`src/rtl/vram_port_arbiter_if.sv`:
```
// Bundle of the two requester ports (CPU, DMA) and the shared RAM port A
// for vram_port_arbiter.
//   slave  : arbiter view - takes requests, drives acks/read data and mem_*.
//   master : requester/RAM view - drives requests and mem_dout.
// Signals:
//   cpu_req/cpu_wr_n/cpu_addr/cpu_din -> cpu_dout/cpu_ack  : Z80 bus side
//   dma_req/dma_wr_n/dma_addr/dma_din -> dma_dout/dma_ack  : debug/loader DMA
//   mem_en/mem_wr_n/mem_addr/mem_din  -> mem_dout          : RAM port A
//   owner                                                  : 0 = CPU, 1 = DMA
interface vram_port_arbiter_if;
  logic        cpu_req;
  logic        cpu_wr_n;
  logic [11:0] cpu_addr;
  logic [7:0]  cpu_din;
  logic [7:0]  cpu_dout;
  logic        cpu_ack;

  logic        dma_req;
  logic        dma_wr_n;
  logic [11:0] dma_addr;
  logic [7:0]  dma_din;
  logic [7:0]  dma_dout;
  logic        dma_ack;

  logic        mem_en;
  logic        mem_wr_n;
  logic [11:0] mem_addr;
  logic [7:0]  mem_din;
  logic [7:0]  mem_dout;

  logic        owner;

  modport slave (
    input  cpu_req, cpu_wr_n, cpu_addr, cpu_din,
    output cpu_dout, cpu_ack,
    input  dma_req, dma_wr_n, dma_addr, dma_din,
    output dma_dout, dma_ack,
    output mem_en, mem_wr_n, mem_addr, mem_din,
    input  mem_dout,
    output owner
  );

  modport master (
    output cpu_req, cpu_wr_n, cpu_addr, cpu_din,
    input  cpu_dout, cpu_ack,
    output dma_req, dma_wr_n, dma_addr, dma_din,
    input  dma_dout, dma_ack,
    input  mem_en, mem_wr_n, mem_addr, mem_din,
    output mem_dout,
    input  owner
  );
endinterface

```
`src/rtl/vram_port_arbiter.sv`:
```
// Shares port A of the 4 KiB main RAM (tile, colour, sprite RAM 1) between
// the Z80 bus (primary) and a debug/loader DMA master (secondary).
// Each access: IDLE sample -> one ISSUE cycle with mem_en high -> read
// latency wait (reads only) -> one-cycle ack to the requester that won.
// All outputs are registered; mem_* is snooped downstream by the video
// block, so every write (including 0xFF0-0xFFF) appears as a normal cycle.
// Ports:
//   clk    : system clock
//   resetn : asynchronous active-low reset
//   bus    : vram_port_arbiter_if.slave (requesters + RAM port A + owner)
// Parameters:
//   READ_LATENCY : edges from RAM address capture to valid mem_dout (1..4)
//   STARVE_MAX   : CPU grants allowed while DMA waits before DMA is forced (1..15)
module vram_port_arbiter #(
  parameter int unsigned READ_LATENCY = 2,
  parameter int unsigned STARVE_MAX   = 4
) (
  input logic               clk,
  input logic               resetn,
  vram_port_arbiter_if.slave bus
);

  localparam logic [2:0] S_IDLE       = 3'd0;
  localparam logic [2:0] S_ISSUE      = 3'd1;
  localparam logic [2:0] S_WAIT       = 3'd2;
  localparam logic [2:0] S_WRITE_DONE = 3'd3;
  localparam logic [2:0] S_DONE       = 3'd4;

  localparam logic [3:0] STARVE_LIM = 4'(STARVE_MAX);
  localparam logic [1:0] LAT_LAST   = 2'(READ_LATENCY - 1);

  logic [2:0] state;
  logic [1:0] lat_cnt;
  logic [3:0] starve;
  logic       dma_wins;

  // DMA takes the port when it is alone, or when the CPU has had its quota.
  always_comb begin
    dma_wins = bus.dma_req && (!bus.cpu_req || (starve == STARVE_LIM));
  end

  always_ff @(posedge clk or negedge resetn) begin
    if (!resetn) begin
      state        <= S_IDLE;
      lat_cnt      <= '0;
      starve       <= '0;
      bus.mem_en   <= 1'b0;
      bus.mem_wr_n <= 1'b1;
      bus.mem_addr <= '0;
      bus.mem_din  <= '0;
      bus.cpu_ack  <= 1'b0;
      bus.dma_ack  <= 1'b0;
      bus.cpu_dout <= '0;
      bus.dma_dout <= '0;
      bus.owner    <= 1'b0;
    end else begin
      case (state)
        S_IDLE: begin
          if (bus.cpu_req || bus.dma_req) begin
            bus.owner  <= dma_wins;
            bus.mem_en <= 1'b1;
            state      <= S_ISSUE;
            if (dma_wins) begin
              bus.mem_wr_n <= bus.dma_wr_n;
              bus.mem_addr <= bus.dma_addr;
              bus.mem_din  <= bus.dma_din;
              starve       <= '0;
            end else begin
              bus.mem_wr_n <= bus.cpu_wr_n;
              bus.mem_addr <= bus.cpu_addr;
              bus.mem_din  <= bus.cpu_din;
              if (!bus.dma_req) begin
                starve <= '0;
              end else if (starve != STARVE_LIM) begin
                starve <= starve + 4'd1;
              end
            end
          end else begin
            starve <= '0;
          end
        end

        S_ISSUE: begin
          // mem_wr_n is only low here for a write, so it doubles as the
          // direction bit of the transaction in flight.
          bus.mem_en   <= 1'b0;
          bus.mem_wr_n <= 1'b1;
          lat_cnt      <= '0;
          if (!bus.mem_wr_n) begin
            bus.cpu_ack <= !bus.owner;
            bus.dma_ack <= bus.owner;
            state       <= S_WRITE_DONE;
          end else begin
            state <= S_WAIT;
          end
        end

        S_WAIT: begin
          if (lat_cnt == LAT_LAST) begin
            if (bus.owner) begin
              bus.dma_dout <= bus.mem_dout;
              bus.dma_ack  <= 1'b1;
            end else begin
              bus.cpu_dout <= bus.mem_dout;
              bus.cpu_ack  <= 1'b1;
            end
            state <= S_DONE;
          end else begin
            lat_cnt <= lat_cnt + 2'd1;
          end
        end

        S_WRITE_DONE, S_DONE: begin
          bus.cpu_ack <= 1'b0;
          bus.dma_ack <= 1'b0;
          state       <= S_IDLE;
        end

        default: state <= S_IDLE;
      endcase
    end
  end

endmodule

```
`src/flat_wrapper.sv`:
```
// flat-port wrapper written by rule: the top's interface ports become plain ports
module vram_port_arbiter_flat 
#(
  parameter int unsigned READ_LATENCY = 2,
  parameter int unsigned STARVE_MAX   = 4
)
  (clk, resetn, bus_cpu_req, bus_cpu_wr_n, bus_cpu_addr, bus_cpu_din, bus_cpu_dout, bus_cpu_ack, bus_dma_req, bus_dma_wr_n, bus_dma_addr, bus_dma_din, bus_dma_dout, bus_dma_ack, bus_mem_en, bus_mem_wr_n, bus_mem_addr, bus_mem_din, bus_mem_dout, bus_owner);
  vram_port_arbiter_if bus_i ();
  input logic clk;
  input logic resetn;
  input wire logic [$bits(bus_i.cpu_req)-1:0] bus_cpu_req;
  input wire logic [$bits(bus_i.cpu_wr_n)-1:0] bus_cpu_wr_n;
  input wire logic [$bits(bus_i.cpu_addr)-1:0] bus_cpu_addr;
  input wire logic [$bits(bus_i.cpu_din)-1:0] bus_cpu_din;
  output wire logic [$bits(bus_i.cpu_dout)-1:0] bus_cpu_dout;
  output wire logic [$bits(bus_i.cpu_ack)-1:0] bus_cpu_ack;
  input wire logic [$bits(bus_i.dma_req)-1:0] bus_dma_req;
  input wire logic [$bits(bus_i.dma_wr_n)-1:0] bus_dma_wr_n;
  input wire logic [$bits(bus_i.dma_addr)-1:0] bus_dma_addr;
  input wire logic [$bits(bus_i.dma_din)-1:0] bus_dma_din;
  output wire logic [$bits(bus_i.dma_dout)-1:0] bus_dma_dout;
  output wire logic [$bits(bus_i.dma_ack)-1:0] bus_dma_ack;
  output wire logic [$bits(bus_i.mem_en)-1:0] bus_mem_en;
  output wire logic [$bits(bus_i.mem_wr_n)-1:0] bus_mem_wr_n;
  output wire logic [$bits(bus_i.mem_addr)-1:0] bus_mem_addr;
  output wire logic [$bits(bus_i.mem_din)-1:0] bus_mem_din;
  input wire logic [$bits(bus_i.mem_dout)-1:0] bus_mem_dout;
  output wire logic [$bits(bus_i.owner)-1:0] bus_owner;
  assign bus_i.cpu_req = bus_cpu_req;
  assign bus_i.cpu_wr_n = bus_cpu_wr_n;
  assign bus_i.cpu_addr = bus_cpu_addr;
  assign bus_i.cpu_din = bus_cpu_din;
  assign bus_cpu_dout = bus_i.cpu_dout;
  assign bus_cpu_ack = bus_i.cpu_ack;
  assign bus_i.dma_req = bus_dma_req;
  assign bus_i.dma_wr_n = bus_dma_wr_n;
  assign bus_i.dma_addr = bus_dma_addr;
  assign bus_i.dma_din = bus_dma_din;
  assign bus_dma_dout = bus_i.dma_dout;
  assign bus_dma_ack = bus_i.dma_ack;
  assign bus_mem_en = bus_i.mem_en;
  assign bus_mem_wr_n = bus_i.mem_wr_n;
  assign bus_mem_addr = bus_i.mem_addr;
  assign bus_mem_din = bus_i.mem_din;
  assign bus_i.mem_dout = bus_mem_dout;
  assign bus_owner = bus_i.owner;
  vram_port_arbiter #(.READ_LATENCY(READ_LATENCY), .STARVE_MAX(STARVE_MAX)) u_core (.clk(clk), .resetn(resetn), .bus(bus_i));
endmodule
```
`config.mk`:
```
export PLATFORM = sky130hd
export DESIGN_NAME = vram_port_arbiter_flat
export DESIGN_NICKNAME = d
export VERILOG_FILES = /design/src/rtl/vram_port_arbiter_if.sv /design/src/rtl/vram_port_arbiter.sv /design/src/flat_wrapper.sv
export SDC_FILE = /design/constraint.sdc
export NUM_CORES = 1
export LEC_CHECK = 0
export ABC_CLOCK_PERIOD_IN_PS = 3400
export CAP_MARGIN = 20
export CORE_MARGIN = 5
export CORE_UTILIZATION = 45
export DETAILED_ROUTE_END_ITERATION = 8
export PLACE_DENSITY = 0.81
export RECOVER_POWER = 50
export SYNTH_ARGS = -nofsm -noshare
export SYNTH_HDL_FRONTEND = slang
export SYNTH_SLANG_ARGS = --single-unit
```
`constraint.sdc`:
```
create_clock -name clk -period 3.4 [get_ports clk]
set_input_delay 0.34 -clock clk [delete_from_list [all_inputs] [get_ports clk]]
set_output_delay 0.34 -clock clk [all_outputs]
set_load 0.02 [all_outputs]
```
==> results.txt, run 1 <==
Root Buffer: clkbuf_8
Mapped Nets: 254
Worst skew pair latency: 300 ps
CP Class: reg2reg
Syn Area/Cell: 11.44 µm²
Initial DRC Count: 87
Share of cells above drive strength 1: 10.58%
CTS H-Tree Depth: 2
Met1 wire length: 2056 µm
Vias in the first global route: 1740
Gr usage total: 16.04%
Routed WL per cell: 14.16 µm
Hold violation count in the final report: 0
Critical Path RT: 3570 ps
RD Place Congestion: 0.7166
Top-count cell post-synth: dfrtp_1
Die X: 80.79 µm
Pwr dens: 872.8 nW/µm²
Worst VDD drop: 397.3 µV
Via count: 1789
DR WL met3: 504 µm
# setup viols final: 0
Dominant cell type by area after synthesis: dfrtp_1
Initial antenna violation count: 0
Via/cell ratio: 4.969
Post-synth EDFFs: 0
Period utilization: 65.26%
Simple-Gate Fraction of Synth Area: 10.88%
Routed Antenna Nets: 0
Status: complete, no violations
IO Port Bufs: 94
Num Clock Sinks: 50
NumNets Final: 349
WL met2: 2472 µm
Chip Height: 80.79 µm
Yosys synthesis warning count: 0
Clk slew on worst S/H paths: 90 ps
Total power: 2.964 mW
Synth cell types: 38
Crit path DAT: 2390 ps
Proportion of netlist area held by the largest area contributor: 54.38%
Crit end category: flop
Max clock buf depth: 2
Worst Setup Start Kind: flop
Pins Over Slew Limit: 0
Max Cap Viol: 0
Core area: 4786 µm²
Flop and latch count out of synthesis: 50
Largest net degree at the start of global routing: 51
Setup TNS: 0 ps
Post-DP Area: 3249 µm²
Top post-synthesis cells by area: dfrtp_1 54%, mux2i_1 8.9%, mux2_2 8.0%
Synth Area in Compound Gates: 12.10%
XOR/XNOR Fraction of Synth Area: 0%
Finished Core Util: 70.95%
Top sig layer: met4
Largest family of logic cells by synthesized area: multiplexers
Post-CTS Setup Repair Bufs: 0
Rows: 25
Crit-path max FO: 28
CTS tree: done
DP Worst Slack: 1186 ps
Register area share after synthesis: 55.55%
Adder-cell area share of the yosys netlist: 1.665%
HPWL after DPL: 3860 µm
TritonCTS Buffers: 5
Synth Cell Area: 2255 µm²
Final worst setup slack: 1181 ps
Hold Path Class: reg2reg
Ys flop type: dfrtp_1
First-pass GRT wire length: 8038 µm
Gate Count Post-Synth: 197
Drc violations: 0
Mux contribution to synthesized area: 16.87%
I/O pin count: 95
DR pass1 iterations: 4
Max Fclk: 450.7 MHz
Worst Clk Skew: 9.484 ps
Final Cell Area: 3396 µm²
Worst Max-Slew Pin Slew: 896.7 ps
Lkg Pwr: 1.433 nW
RSZ-0062 raised after global routing: false
Full die area: 6526 µm²
Async SR Flop Fraction: 100.0%
Area growth from synthesis to layout: 50.61%
Initial core utilization: 47.11%
Antenna fix cells: 0
Final worst path period need: 2219 ps
Relative slew slack: 40.07%
Total gr overflow: 0
Total wire length: 5096 µm
Post-synth top cells: 49 x dfrtp_1, 27 x nand2_1, 24 x o21ai_0
[cells in the final DEF (no fill, tap or decap), drive strengths merged, types with 5 or more instances in the layout]
cell and n:
inv 6, clkdlybuf4s50 80, a21oi 5, dfrtp 49, nand2 28, dlygate4sd3 14, o21ai 25, mux2 16
mux2i 20, clkbuf 6
[metrics by stage]
stage | std cells | hold slack (ps)
4_1_cts | 358 | 266.1
2_1_floorplan | 197 | 44.41
3_3_place_gp | 350 | 456.9
5_1_grt | 360 | 511.3
6_report | 360 | 480.1
3_5_place_dp | 350 | 463.0
[timing repair]
item                                   in CTS  in global routing
hold buffers                                0                  1
endpoints found under the hold margin       0                  7
resized for setup                           0                  0
[final cells by class]
type | instances | area, µm²
clock buffers | 5 | 68.82
clock inverters | 3 | 68.82
fillers | 384 | 1390
inverters | 6 | 22.52
multi-input cells | 132 | 927.1
flip-flops and latches | 50 | 1252
well taps | 67 | 83.83
repair buffers | 97 | 972.2
[worst max-delay path, stage by stage (launching register included)]
cell,delay (ps)
dfrtp_1,550
nor3_1,680
o21ai_2,370
buf_4,330
nand2_1,80
o21ai_0,80
[layer usage]
metal | up-vias | track usage, %
met3 | 7 | 5.211
met2 | 75 | 27.32
li1 | 891 | -
met5 | - | 0
met1 | 816 | 18.88
met4 | 0 | 6.081
[registers in the layout, indices dropped and copies added, names as in the netlist]
register and count:
u_core.bus.cpu_dout 8, u_core.state 3, u_core.lat_cnt 2, u_core.bus.mem_addr 12, u_core.bus.mem_en 1, u_core.bus.dma_ack 1
u_core.bus.mem_din 8, u_core.bus.mem_wr_n 1, u_core.bus.owner 1, u_core.bus.dma_dout 8, u_core.bus.cpu_ack 1, u_core.starve 4
[worst paths after layout]
path / slack, ps / end / cells after the start / startpoint
max reg2reg: 1180 / u_core.bus.mem_din[4]$_DFFE_PN0P_ / 5 / u_core.state[0]$_DFFE_PN0P_
min: 480 / u_core.bus.mem_addr[9]$_DFFE_PN0P_ / 2 / u_core.bus.mem_addr[9]$_DFFE_PN0P_
min reg2reg: 480 / u_core.bus.mem_addr[9]$_DFFE_PN0P_ / 2 / u_core.bus.mem_addr[9]$_DFFE_PN0P_
max: 1180 / u_core.bus.mem_din[4]$_DFFE_PN0P_ / 5 / u_core.state[0]$_DFFE_PN0P_
min in group asynchronous: 540 / u_core.bus.mem_addr[9]$_DFFE_PN0P_ / 2 / resetn
max in group asynchronous: 2260 / u_core.bus.cpu_dout[4]$_DFFE_PN0P_ / 3 / resetn
[cell families (layout without fill, tap and decap cells)]
| logic type | after synthesis | after routing |
|---|---|---|
| adders and majority gates | 3 | 3 |
| AOI/OAI and AO/OA | 45 | 45 |
| DFF | 50 | 50 |
| buffers and inverters | 15 | 111 |
| muxes | 36 | 36 |
| and+or+nand+nor | 48 | 48 |
[power by group]
part           internal (mW)  switching [mW]  total (mW)  leakage (nW)
registers              0.871           0.178        1.05         0.615
logic                  0.687           0.737        1.42         0.750
clock network          0.295           0.196       0.491        0.0683
Note: power is estimated with default switching activity, not from simulation.
==> run 2: changes to the inputs <==
Settings changed: ABC_CLOCK_PERIOD_IN_PS 3400 to 1900, CORE_UTILIZATION 45 to 38, PLACE_DENSITY 0.81 to 0.73.
Clock period 3.4 ns to 1.9 ns, I/O delays scaled along.
==> results.txt, run 2 (synthesis results as in run 1) <==
Status: complete, no violations (unchanged)
Drc violations: 0 (unchanged)
Total gr overflow: 0 (unchanged)
Clk slew on worst S/H paths: 100 ps (was 90 ps)
Initial core utilization: 38.54% (was 47.11%)
GRT met2 Usage: 24.57% (was 27.32%)
Crit path DAT: 1990 ps (was 2390 ps)
Pins Over Slew Limit: 0 (unchanged)
Critical path cell sequence: inv_1 > ha_1 > nor4b_4 > and2_2 > mux2_2 (was nor3_1 > o21ai_2 > buf_4 > nand2_1 > o21ai_0)
Non-filler instance count after layout: 377 (was 360)
Fill cells: 516 (was 384)
TritonCTS Buffers: 5 (unchanged)
IO Port Bufs: 94 (unchanged)
Placed cells: 365 (was 350)
Total wire length: 5436 µm (was 5096 µm)
Hold Crit Depth: 3 (was 2)
CP Class: reg2reg (unchanged)
I/O pin count: 95 (unchanged)
Crit-path max FO: 8 (was 28)
Finished Core Util: 59.05% (was 70.95%)
Lkg Pwr: 1.457 nW (was 1.433 nW)
NumNets Final: 358 (was 349)
Sw Ratio: 39.58% (was 37.49%)
Multi-input logic area: 943.4 µm² (was 927.1 µm²)
Hold violation count in the final report: 0 (unchanged)
Setup TNS: 0 ps (unchanged)
Largest net degree at the start of global routing: 30 (was 51)
Hold Path Class: in2reg (was reg2reg)
Worst Clk Skew: 8.088 ps (was 9.484 ps)
Met1 GRT Util: 18.01% (was 18.88%)
Commonest non-fill, non-tap cell in the layout: clkdlybuf4s50_1 (unchanged)
Routed WL per cell: 14.42 µm (was 14.16 µm)
Reg2Reg Depth: 5 (unchanged)
Final worst setup slack: 107.7 ps (was 1181 ps)
DR pass1 iterations: 4 (unchanged)
RR Endpoint: u_core.bus.cpu_dout[5]$_DFFE_PN0P_ (was u_core.bus.mem_din[4]$_DFFE_PN0P_)
GRT Max-Usage Layer: met2 (unchanged)
Worst skew pair latency: 300 ps (about the same)
Hold Startpoint: bus_cpu_wr_n (was u_core.bus.mem_addr[9]$_DFFE_PN0P_)
Crit path from: u_core.lat_cnt[1]$_DFFE_PN0P_ (was u_core.state[0]$_DFFE_PN0P_)
CTS H-Tree Depth: 2 (unchanged)
Register area: 1252 µm² (unchanged)
Core area: 5851 µm² (was 4786 µm²)
Final worst path period need: 1792 ps (was 2219 ps)
Hold endpoint: u_core.bus.mem_wr_n$_DFFE_PN1P_ (was u_core.bus.mem_addr[9]$_DFFE_PN0P_)
Antenna fix cells: 0 (unchanged)
Gr usage total: 14.80% (was 16.04%)
Combinational Power Share: 51.5% (was 48.0%)
Crit path largest cell delay: 410 ps (was 680 ps)
Max Cap Viol: 0 (unchanged)
DP Worst Slack: 14.12 ps (was 1186 ps)
RD Place Congestion: 0.8510 (was 0.7166)
Max Fclk: 557.9 MHz (was 450.7 MHz)
RSZ-0062 raised after global routing: false (unchanged)
Die X: 87.03 µm (was 80.79 µm)
Worst Max-Slew Pin Slew: 1278 ps (was 896.7 ps)
Reg2reg start: u_core.lat_cnt[1]$_DFFE_PN0P_ (was u_core.state[0]$_DFFE_PN0P_)
Vias in the first global route: 1870 (was 1740)
GRT met3 Usage: 4.920% (was 5.211%)
Share of cells above drive strength 1: 13.58% (was 10.58%)
Root Buffer: clkbuf_8 (unchanged)
Pwr dens: 1495 nW/µm² (was 872.8 nW/µm²)
Max clock buf depth: 2 (unchanged)
Full die area: 7574 µm² (was 6526 µm²)
Worst Setup Start Kind: flop (unchanged)
Relative slew slack: 14.83% (was 40.07%)
Initial DRC Count: 40 (was 87)
Reg power frac: 36.1% (was 35.4%)
Crit end category: flop (unchanged)
Area growth from synthesis to layout: 53.22% (was 50.61%)
HPWL after DPL: 4214 µm (was 3860 µm)
Critical Path RT: 2100 ps (was 3570 ps)
Clock Power Share: 12.4% (was 16.6%)
Period utilization: 94.33% (was 65.26%)
First-pass GRT wire length: 8790 µm (was 8038 µm)
Num Clock Sinks: 50 (unchanged)
Chip Height: 87.03 µm (was 80.79 µm)
Most frequent cells in the layout: 80 x clkdlybuf4s50_1, 49 x dfrtp_1, 27 x nand2_1 (unchanged)
Worst VDD drop: 686.1 µV (was 397.3 µV)
CTS tree: done (unchanged)
Initial antenna violation count: 0 (unchanged)
Internal: 3.119 mW (was 1.853 mW)
Via/cell ratio: 4.907 (was 4.969)
Via count: 1850 (was 1789)
Max reg flops: 12 (unchanged)
Slowest cell on the critical path: dfrtp_1 (was nor3_1)
Most flop-heavy register: u_core.bus.mem_addr (unchanged)
WHS: 430.4 ps (was 480.1 ps)
FF-to-FF setup slack: 110 ps (was 1180 ps)
# setup viols final: 0 (unchanged)
Rows: 28 (was 25)
NetSw: 2.044 mW (was 1.111 mW)
Routed Antenna Nets: 0 (unchanged)
run 2: changes by cell type in the layout (fill, tap and decap cells not counted), sizes merged:
| cell | previous run | this run |
|---|---|---|
| clkinvlp | 0 | 1 |
| bufinv | 2 | 0 |
| clkbuf | 6 | 7 |
| inv | 6 | 7 |
| buf | 2 | 10 |
run 2: metrics by stage:
stage | instance area, µm² | power (mW)
after floorplan | 2255 | 3.313
after global placement | 3329 | 4.568
after detailed placement | 3329 | 4.649
after CTS | 3435 | 5.313
after global routing | 3455 | 5.558
final | 3455 | 5.163
run 2: worst max-delay path, delay by kind of cell, from the launching register on:
family | cells | cell delay (ps)
buf+inv | 1 | 60
simple gates | 2 | 590
fa+ha+maj | 1 | 260
mux | 1 | 360
flops | 1 | 410
run 2: layer usage:
layer  vias to the layer above  part of all wire, %
met2                        68                   50
met3                         8                  8.5
met4                         0                  1.8
met5                         -                    0
li1                        917                    -
met1                       857                   40
run 2: repair_timing:
item,in CTS,in global routing
resized for setup,1,1
hold buffers,1,0
setup endpoints to repair,2,19
hold endpoints to repair,20,0
buffers inserted,0,3
pin swaps,0,1
run 2: cell type report:
cell class                      count  area share [%]
Inverter                            6          0.6519
Clock inverter                      3          0.7244
Timing Repair Buffer              106           30.35
Clock buffer                        5           1.992
Sequential cell                    50           36.25
Multi-Input combinational cell    132           27.31
Tap cell                           75           2.716
run 2: power groups by stage:
| stage | Sequential (mW) | Combinational, mW | Clock [mW] |
|---|---|---|---|
| floorplan | 2.38 | 0.932 | 0 |
| global placement | 1.87 | 2.70 | 0 |
| detailed placement | 1.90 | 2.75 | 0 |
| CTS | 1.88 | 2.77 | 0.668 |
| global route | 1.94 | 2.91 | 0.709 |
| finish | 1.86 | 2.66 | 0.640 |
run 2: worst max path at each step:
stage,end,slack [ps],cells past startpoint
after floorplan,u_core.bus.mem_addr[10]$_DFFE_PN0P_,260,7
after CTS,u_core.bus.mem_addr[2]$_DFFE_PN0P_,90,7
after global placement,u_core.bus.cpu_dout[4]$_DFFE_PN0P_,100,5
final,u_core.bus.cpu_dout[5]$_DFFE_PN0P_,110,5
after global routing,u_core.bus.cpu_dout[3]$_DFFE_PN0P_,10,5
after detailed placement,u_core.bus.cpu_dout[5]$_DFFE_PN0P_,10,5
